--- src/rtl/bmp_header_parser_pkg.sv ---
// Shared constants, state/field encodings and small decode helpers for the
// BMP header parser.
package bmp_header_parser_pkg;

  localparam int BYTE_WIDTH = 8;
  localparam int ADDR_WIDTH = 20;
  localparam int HDR_BYTES  = 54;
  localparam logic [31:0] BMP_TOTAL_SIZE = 32'd786486;

  localparam logic [ADDR_WIDTH-1:0] OFS_SIG    = ADDR_WIDTH'(0);
  localparam logic [ADDR_WIDTH-1:0] OFS_OFFSET = ADDR_WIDTH'(10);
  localparam logic [ADDR_WIDTH-1:0] OFS_WIDTH  = ADDR_WIDTH'(18);
  localparam logic [ADDR_WIDTH-1:0] OFS_HEIGHT = ADDR_WIDTH'(22);
  localparam logic [ADDR_WIDTH-1:0] OFS_PLANES = ADDR_WIDTH'(26);
  localparam logic [ADDR_WIDTH-1:0] OFS_BPP    = ADDR_WIDTH'(28);

  typedef enum logic [2:0] {
    ST_IDLE  = 3'd0,
    ST_READ  = 3'd1,
    ST_DRAIN = 3'd2,
    ST_CHECK = 3'd3,
    ST_DONE  = 3'd4
  } state_e;

  typedef enum logic [2:0] {
    FLD_NONE   = 3'd0,
    FLD_SIG    = 3'd1,
    FLD_OFFSET = 3'd2,
    FLD_WIDTH  = 3'd3,
    FLD_HEIGHT = 3'd4,
    FLD_PLANES = 3'd5,
    FLD_BPP    = 3'd6
  } fld_e;

  function automatic logic in_range(input logic [ADDR_WIDTH-1:0] idx,
                                    input logic [ADDR_WIDTH-1:0] base,
                                    input logic [ADDR_WIDTH-1:0] len);
    return (idx >= base) && (idx < (base + len));
  endfunction

  function automatic fld_e field_of(input logic [ADDR_WIDTH-1:0] idx);
    fld_e f;
    f = FLD_NONE;
    if (in_range(idx, OFS_SIG, ADDR_WIDTH'(2)))         f = FLD_SIG;
    else if (in_range(idx, OFS_OFFSET, ADDR_WIDTH'(4))) f = FLD_OFFSET;
    else if (in_range(idx, OFS_WIDTH, ADDR_WIDTH'(4)))  f = FLD_WIDTH;
    else if (in_range(idx, OFS_HEIGHT, ADDR_WIDTH'(4))) f = FLD_HEIGHT;
    else if (in_range(idx, OFS_PLANES, ADDR_WIDTH'(2))) f = FLD_PLANES;
    else if (in_range(idx, OFS_BPP, ADDR_WIDTH'(2)))    f = FLD_BPP;
    else                                                f = FLD_NONE;
    return f;
  endfunction

  // Lane within a field only needs the low two address bits (fields are <= 4 bytes).
  function automatic logic [1:0] field_lane(input logic [ADDR_WIDTH-1:0] idx,
                                            input fld_e fld);
    logic [1:0] base;
    case (fld)
      FLD_OFFSET: base = OFS_OFFSET[1:0];
      FLD_WIDTH:  base = OFS_WIDTH[1:0];
      FLD_HEIGHT: base = OFS_HEIGHT[1:0];
      FLD_PLANES: base = OFS_PLANES[1:0];
      FLD_BPP:    base = OFS_BPP[1:0];
      default:    base = OFS_SIG[1:0];
    endcase
    return idx[1:0] - base;
  endfunction

endpackage

--- src/rtl/bmp_field_capture.sv ---
// Assembles the little-endian BMP header fields from a stream of
// (byte index, byte, strobe) updates.
module bmp_field_capture
  import bmp_header_parser_pkg::*;
(
  input  logic                  clk,
  input  logic                  rst_n,
  input  logic                  strobe,
  input  logic [ADDR_WIDTH-1:0] idx,
  input  logic [BYTE_WIDTH-1:0] data,
  output logic [15:0]           sig,
  output logic [15:0]           planes,
  output logic [15:0]           bpp,
  output logic [31:0]           pixel_offset,
  output logic [31:0]           img_width,
  output logic [31:0]           img_height
);

  logic [15:0] sig_q, sig_d, planes_q, planes_d, bpp_q, bpp_d;
  logic [31:0] offset_q, offset_d, width_q, width_d, height_q, height_d;
  fld_e        fld_s;
  logic [1:0]  lane_s;

  // Route the strobed byte into its lane of the owning field register.
  always_comb begin
    sig_d    = sig_q;
    planes_d = planes_q;
    bpp_d    = bpp_q;
    offset_d = offset_q;
    width_d  = width_q;
    height_d = height_q;
    fld_s    = strobe ? field_of(idx) : FLD_NONE;
    lane_s   = field_lane(idx, fld_s);
    case (fld_s)
      FLD_SIG:    sig_d[{lane_s[0], 3'b000} +: BYTE_WIDTH]    = data;
      FLD_PLANES: planes_d[{lane_s[0], 3'b000} +: BYTE_WIDTH] = data;
      FLD_BPP:    bpp_d[{lane_s[0], 3'b000} +: BYTE_WIDTH]    = data;
      FLD_OFFSET: offset_d[{lane_s, 3'b000} +: BYTE_WIDTH]    = data;
      FLD_WIDTH:  width_d[{lane_s, 3'b000} +: BYTE_WIDTH]     = data;
      FLD_HEIGHT: height_d[{lane_s, 3'b000} +: BYTE_WIDTH]    = data;
      default: begin
      end
    endcase
  end

  // Field registers.
  always_ff @(posedge clk or negedge rst_n) begin
    if (!rst_n) begin
      sig_q    <= 16'd0;
      planes_q <= 16'd0;
      bpp_q    <= 16'd0;
      offset_q <= 32'd0;
      width_q  <= 32'd0;
      height_q <= 32'd0;
    end else begin
      sig_q    <= sig_d;
      planes_q <= planes_d;
      bpp_q    <= bpp_d;
      offset_q <= offset_d;
      width_q  <= width_d;
      height_q <= height_d;
    end
  end

  assign sig          = sig_q;
  assign planes       = planes_q;
  assign bpp          = bpp_q;
  assign pixel_offset = offset_q;
  assign img_width    = width_q;
  assign img_height   = height_q;

endmodule

--- src/rtl/bmp_header_parser.sv ---
// Streams the 54-byte BMP header from ROM, copies it to RAM at the same
// addresses, decodes the key fields and flags headers the pipeline cannot use.
module bmp_header_parser
  import bmp_header_parser_pkg::*;
(
  input  logic                  clk,
  input  logic                  rst_n,
  input  logic                  in_valid,
  input  logic [BYTE_WIDTH-1:0] ROM_out,
  output logic                  ROM_valid,
  output logic [ADDR_WIDTH-1:0] ROM_addr,
  output logic                  RAM_wen,
  output logic [BYTE_WIDTH-1:0] RAM_in,
  output logic [ADDR_WIDTH-1:0] RAM_addr,
  output logic [31:0]           pixel_offset,
  output logic [31:0]           img_width,
  output logic [31:0]           img_height,
  output logic                  hdr_done,
  output logic                  hdr_err
);

  localparam logic [ADDR_WIDTH-1:0] LAST_ADDR = ADDR_WIDTH'(HDR_BYTES - 1);

  state_e                state_q, state_d;
  logic                  rom_valid_q, rom_valid_d;
  logic [ADDR_WIDTH-1:0] rom_addr_q, rom_addr_d;
  logic                  rd_pend_q, rd_pend_d;
  logic [ADDR_WIDTH-1:0] rd_idx_q, rd_idx_d;
  logic                  ram_wen_q, ram_wen_d;
  logic [ADDR_WIDTH-1:0] ram_addr_q, ram_addr_d;
  logic [BYTE_WIDTH-1:0] ram_in_q, ram_in_d;
  logic                  hdr_done_q, hdr_done_d;
  logic                  hdr_err_q, hdr_err_d;

  logic [15:0] sig_s, planes_s, bpp_s;
  logic [63:0] area_s;
  logic [65:0] total_s;
  logic        err_s;

  bmp_field_capture u_capture (
    .clk          (clk),
    .rst_n        (rst_n),
    .strobe       (rd_pend_q),
    .idx          (rd_idx_q),
    .data         (ROM_out),
    .sig          (sig_s),
    .planes       (planes_s),
    .bpp          (bpp_s),
    .pixel_offset (pixel_offset),
    .img_width    (img_width),
    .img_height   (img_height)
  );

  // Header validity; the extra two bits keep the *3 and offset add from wrapping.
  always_comb begin
    area_s  = {32'd0, img_width} * {32'd0, img_height};
    total_s = ({2'b00, area_s} * 66'd3) + {34'd0, pixel_offset};
    err_s   = (sig_s != 16'h4D42) || (planes_s != 16'd1) || (bpp_s != 16'd24) ||
              (img_width == 32'd0) || (img_height == 32'd0) || img_height[31] ||
              (pixel_offset < 32'(HDR_BYTES)) ||
              (total_s > {34'd0, BMP_TOTAL_SIZE});
  end

  // Sequencer: issue the reads, wait for the copy to land, then judge once.
  always_comb begin
    state_d     = state_q;
    rom_valid_d = 1'b0;
    rom_addr_d  = rom_addr_q;
    hdr_done_d  = hdr_done_q;
    hdr_err_d   = hdr_err_q;
    case (state_q)
      ST_IDLE: begin
        if (in_valid) begin
          state_d     = ST_READ;
          rom_valid_d = 1'b1;
          rom_addr_d  = ADDR_WIDTH'(0);
        end else begin
          state_d = ST_IDLE;
        end
      end
      ST_READ: begin
        if (rom_addr_q == LAST_ADDR) begin
          state_d = ST_DRAIN;
        end else begin
          rom_valid_d = 1'b1;
          rom_addr_d  = rom_addr_q + ADDR_WIDTH'(1);
        end
      end
      ST_DRAIN: begin
        if (!rd_pend_q && !ram_wen_q) begin
          state_d = ST_CHECK;
        end else begin
          state_d = ST_DRAIN;
        end
      end
      ST_CHECK: begin
        state_d    = ST_DONE;
        hdr_done_d = 1'b1;
        hdr_err_d  = err_s;
      end
      ST_DONE: state_d = ST_DONE;
      default: state_d = ST_IDLE;
    endcase
  end

  // Read-return tracking and the single registered write stage.
  always_comb begin
    rd_pend_d  = rom_valid_q;
    rd_idx_d   = rom_addr_q;
    ram_wen_d  = rd_pend_q;
    ram_addr_d = rd_pend_q ? rd_idx_q : ram_addr_q;
    ram_in_d   = rd_pend_q ? ROM_out : ram_in_q;
  end

  // State and output registers.
  always_ff @(posedge clk or negedge rst_n) begin
    if (!rst_n) begin
      state_q     <= ST_IDLE;
      rom_valid_q <= 1'b0;
      rom_addr_q  <= '0;
      rd_pend_q   <= 1'b0;
      rd_idx_q    <= '0;
      ram_wen_q   <= 1'b0;
      ram_addr_q  <= '0;
      ram_in_q    <= '0;
      hdr_done_q  <= 1'b0;
      hdr_err_q   <= 1'b0;
    end else begin
      state_q     <= state_d;
      rom_valid_q <= rom_valid_d;
      rom_addr_q  <= rom_addr_d;
      rd_pend_q   <= rd_pend_d;
      rd_idx_q    <= rd_idx_d;
      ram_wen_q   <= ram_wen_d;
      ram_addr_q  <= ram_addr_d;
      ram_in_q    <= ram_in_d;
      hdr_done_q  <= hdr_done_d;
      hdr_err_q   <= hdr_err_d;
    end
  end

  assign ROM_valid = rom_valid_q;
  assign ROM_addr  = rom_addr_q;
  assign RAM_wen   = ram_wen_q;
  assign RAM_addr  = ram_addr_q;
  assign RAM_in    = ram_in_q;
  assign hdr_done  = hdr_done_q;
  assign hdr_err   = hdr_err_q;

endmodule

--- config.mk ---
export PLATFORM = sky130hd
export DESIGN_NAME = bmp_header_parser
export DESIGN_NICKNAME = d
export VERILOG_FILES = /design/src/rtl/bmp_header_parser_pkg.sv /design/src/rtl/bmp_field_capture.sv /design/src/rtl/bmp_header_parser.sv
export SDC_FILE = /design/constraint.sdc
export NUM_CORES = 2
export LEC_CHECK = 0
export CAP_MARGIN = 20
export CORE_MARGIN = 3
export CORE_UTILIZATION = 65
export CTS_BUF_LIST = sky130_fd_sc_hd__clkbuf_4 sky130_fd_sc_hd__clkbuf_8 sky130_fd_sc_hd__clkbuf_16
export CTS_CLUSTER_DIAMETER = 40
export DETAILED_ROUTE_END_ITERATION = 10
export MAX_ROUTING_LAYER = met4
export PLACE_DENSITY = 0.84
export RECOVER_POWER = 25
export SLEW_MARGIN = 10
export SYNTH_ARGS = -nofsm -noshare
export SYNTH_HDL_FRONTEND = slang
export SYNTH_HIERARCHICAL = 1
export SYNTH_SLANG_ARGS = --single-unit
--- constraint.sdc ---
create_clock -name clk -period 13.7 [get_ports clk]
set_input_delay 4.11 -clock clk [delete_from_list [all_inputs] [get_ports clk]]
set_output_delay 4.11 -clock clk [all_outputs]
set_load 0.01 [all_outputs]
==> impl_metrics.env <==
export IMPL_vias_per_cell=6.08
export IMPL_cts_tree="yes"
export IMPL_route_top_layer_used="met4"
export IMPL_initial_utilization_pct=66.2
export IMPL_path_clk_slew_ps=60
export IMPL_maxSlewViolCount=123
export IMPL_yosysUniqueCellTypes=93
export IMPL_dr_wl_met2_um=61500
export IMPL_setup_viol=0
export IMPL_synth_top_cell_area_share_pct=38.9
export IMPL_critical_path_max_stage_delay_ps=980
export IMPL_grt_max_degree=91
export IMPL_gr_total_overflow=0
export IMPL_cts_htree_levels=1
export IMPL_syn_area_per_cell_um2=9.34
export IMPL_maxCapViolCount=2
export IMPL_hold_viol_final=0
export IMPL_worst_path_buf_inv=6
export IMPL_area_growth_pct=7.40
export IMPL_postCtsSetupBuffers=0
export IMPL_period_share_pct=89.4
export IMPL_fin_skew_ps=29.3
export IMPL_min_period_ps=12250
export IMPL_ant_nets=0
export IMPL_min_path_type="reg -> reg"
export IMPL_leakagePower_nw=26.0
export IMPL_reg2reg_slack_ps=1450
export IMPL_endpoint_kind="flip-flop"
export IMPL_synth_ff_type="dfrtp_1"
export IMPL_dieArea_mm2=0.0765
export IMPL_path_delay_family="adder cells"
export IMPL_holdBufCountCts=0
export IMPL_yosys_warnings=6
export IMPL_wl_um=134000
export IMPL_synth_area_leaders="fa_1 (39%), dfrtp_1 (12%), ha_1 (9.7%)"
export IMPL_slew_limit_headroom_pct=-210
export IMPL_fp_row_count=98
export IMPL_required_ps=14130
export IMPL_first_pass_iters=5
export IMPL_fin_tns_setup_ps=0
export IMPL_violations="capacitance limit, slew limit"
export IMPL_crit_type="reg -> reg"
export IMPL_dr_wl_met3_um=14700
export IMPL_synth_edf_count=0
export IMPL_layout_drive_gt1_share_pct=6.31
export IMPL_vias=36988
export IMPL_grt_use_total_pct=37.1
export IMPL_placement_io_buffers=158
export IMPL_cts_made_buffers=31
export IMPL_rsz0062_at_grt="false"
export IMPL_max_freq_mhz=81.6
export IMPL_grt_pass1_vias=40275
export IMPL_tightest_slew_ps=4650
export IMPL_r2r_cells=42
export IMPL_cts_resized=0
export IMPL_drc_errors=0
export IMPL_synth_seq_area_share_pct=11.6
export IMPL_wire_per_inst_um=22.0
export IMPL_fin_total_pwr_mw=5.68
export IMPL_antenna_found_initial=3
export IMPL_drtIter0Drc=3121
export IMPL_wl_met1_um=51400
export IMPL_cts_sinks=220
export IMPL_yosysMostFrequentCell="inv_1"
export IMPL_yosys_area_top_type="fa_1"
export IMPL_status="complete, but fails checks"
export IMPL_core_area_mm2=0.0720
export IMPL_cp_arrival_ps=12680
export IMPL_syn_nets=6406
export IMPL_crit_top_cell="fa_1"
export IMPL_clock_path_buffers=3
export IMPL_grt_pass1_wl_um=220000
export IMPL_syn_area_mm2=0.0476
export IMPL_min_delay_start="ROM_valid"
export IMPL_async_flop_share_pct=100
export IMPL_powerDensity_mw_per_mm2=111
export IMPL_clock_root_buffer="clkbuf_16"
export IMPL_synth_common_cells="inv_1 (971), fa_1 (926), nand2_1 (653)"
export IMPL_synth_seq_cells=220
export IMPL_dp_final_hpwl_um=105000
export IMPL_io_pins=159
export IMPL_place_congestion=0.999
export IMPL_critPathLaunchType="flip-flop"
export IMPL_reg2reg_from="u_capture/img_height[10]"
export IMPL_clk_insertion_delay_late_ps=570
export IMPL_dieHeight_um=277
export IMPL_crit_slowest_cell="dfrtp_1"
export IMPL_crit_path_max_fanout=20
export IMPL_peakVddDrop_v=0.000131
export IMPL_syn_inst=5100
export IMPL_die_w_um=277
export IMPL_nets=6417
export IMPL_holdPathEnd="ram_wen_d"
export IMPL_whs_path_depth=0
export IMPL_reg2reg_to="hdr_err"
[worst max-delay path by stage]
stage / slack [ps] / cells after the start / from / end
after CTS: 1690 / 42 / u_capture/img_height[10] / hdr_err
final: 1450 / 42 / u_capture/img_height[10] / hdr_err
after global placement: 1960 / 40 / u_capture/img_height[10] / hdr_err
after detailed placement: 1710 / 42 / u_capture/img_height[10] / hdr_err
after floorplan: 3240 / 42 / u_capture/img_width[4] / hdr_err
after global routing: 820 / 41 / u_capture/img_width[16] / hdr_err
[logic make-up after synthesis]
family / synth area share (%)
adders and majority gates: 48.6
and+or+nand+nor: 17.2
muxes: 3.71
AOI/OAI and AO/OA: 7.17
DFF: 11.6
buffers and inverters: 9.69
xor gates and xnor gates: 2.00
[metrics by stage]
stage	utilization, %	instance area (µm²)	setup WS [ps]	hold slack (ps)	cells
CTS	71.0	51100	1690	395	6084
floorplan	-	47600	3240	396	5100
global placement	69.5	50000	1960	362	6027
global route	71.0	51100	822	407	6086
detailed placement	69.5	50000	1710	366	6027
finish	71.1	51100	1450	390	6088
[power breakdown]
part           internal, mW  leakage [nW]  switching [mW]
clock network         0.506         0.549           0.340
registers             0.817          2.93           0.391
logic                  1.32          22.5            2.31
total                  2.65          26.0            3.04
[metal layers]
metal / vias up / GRT usage [%]
met5: - / -
met1: 18591 / 48.6
li1: 15870 / -
met2: 2108 / 57.0
met4: 0 / 14.0
met3: 419 / 8.62
[cells in the final DEF, fill, tap and decap left out, types with 60 or more instances in the layout]
| master | synthesis | layout |
|---|---|---|
| fa_1 | 926 | 926 |
| a21oi_1 | 145 | 145 |
| dfrtp_1 | 220 | 220 |
| clkdlybuf4s50_1 | 0 | 155 |
| buf_4 | 0 | 73 |
| mux2_2 | 136 | 136 |
| a21o_1 | 60 | 60 |
| o21ai_0 | 93 | 93 |
| nor2_1 | 97 | 97 |
| ha_1 | 369 | 369 |
| nand2_1 | 653 | 653 |
| xnor2_1 | 68 | 68 |
| inv_1 | 971 | 971 |
| and2_1 | 520 | 520 |
[layout make-up]
cell class	instances	area (µm²)
antenna	3	7.51
clock buffer	35	818
clock inverter	22	304
fill	5233	20800
inverter	971	3640
multi-input combinational	3653	37500
sequential	220	5510
tap	950	1190
timing repair buffer	234	2170
[state kept, by name, summed over array words and instances, names as in the netlist, 3 cells and up]
register	flops
RAM_addr	20
RAM_in	8
ROM_addr	20
rd_idx_q	20
state_q	3
u_capture/bpp	16
u_capture/img_height	32
u_capture/img_width	32
u_capture/pixel_offset	32
u_capture/planes	16
u_capture/sig	16
Power figures use the tool's default switching activity.
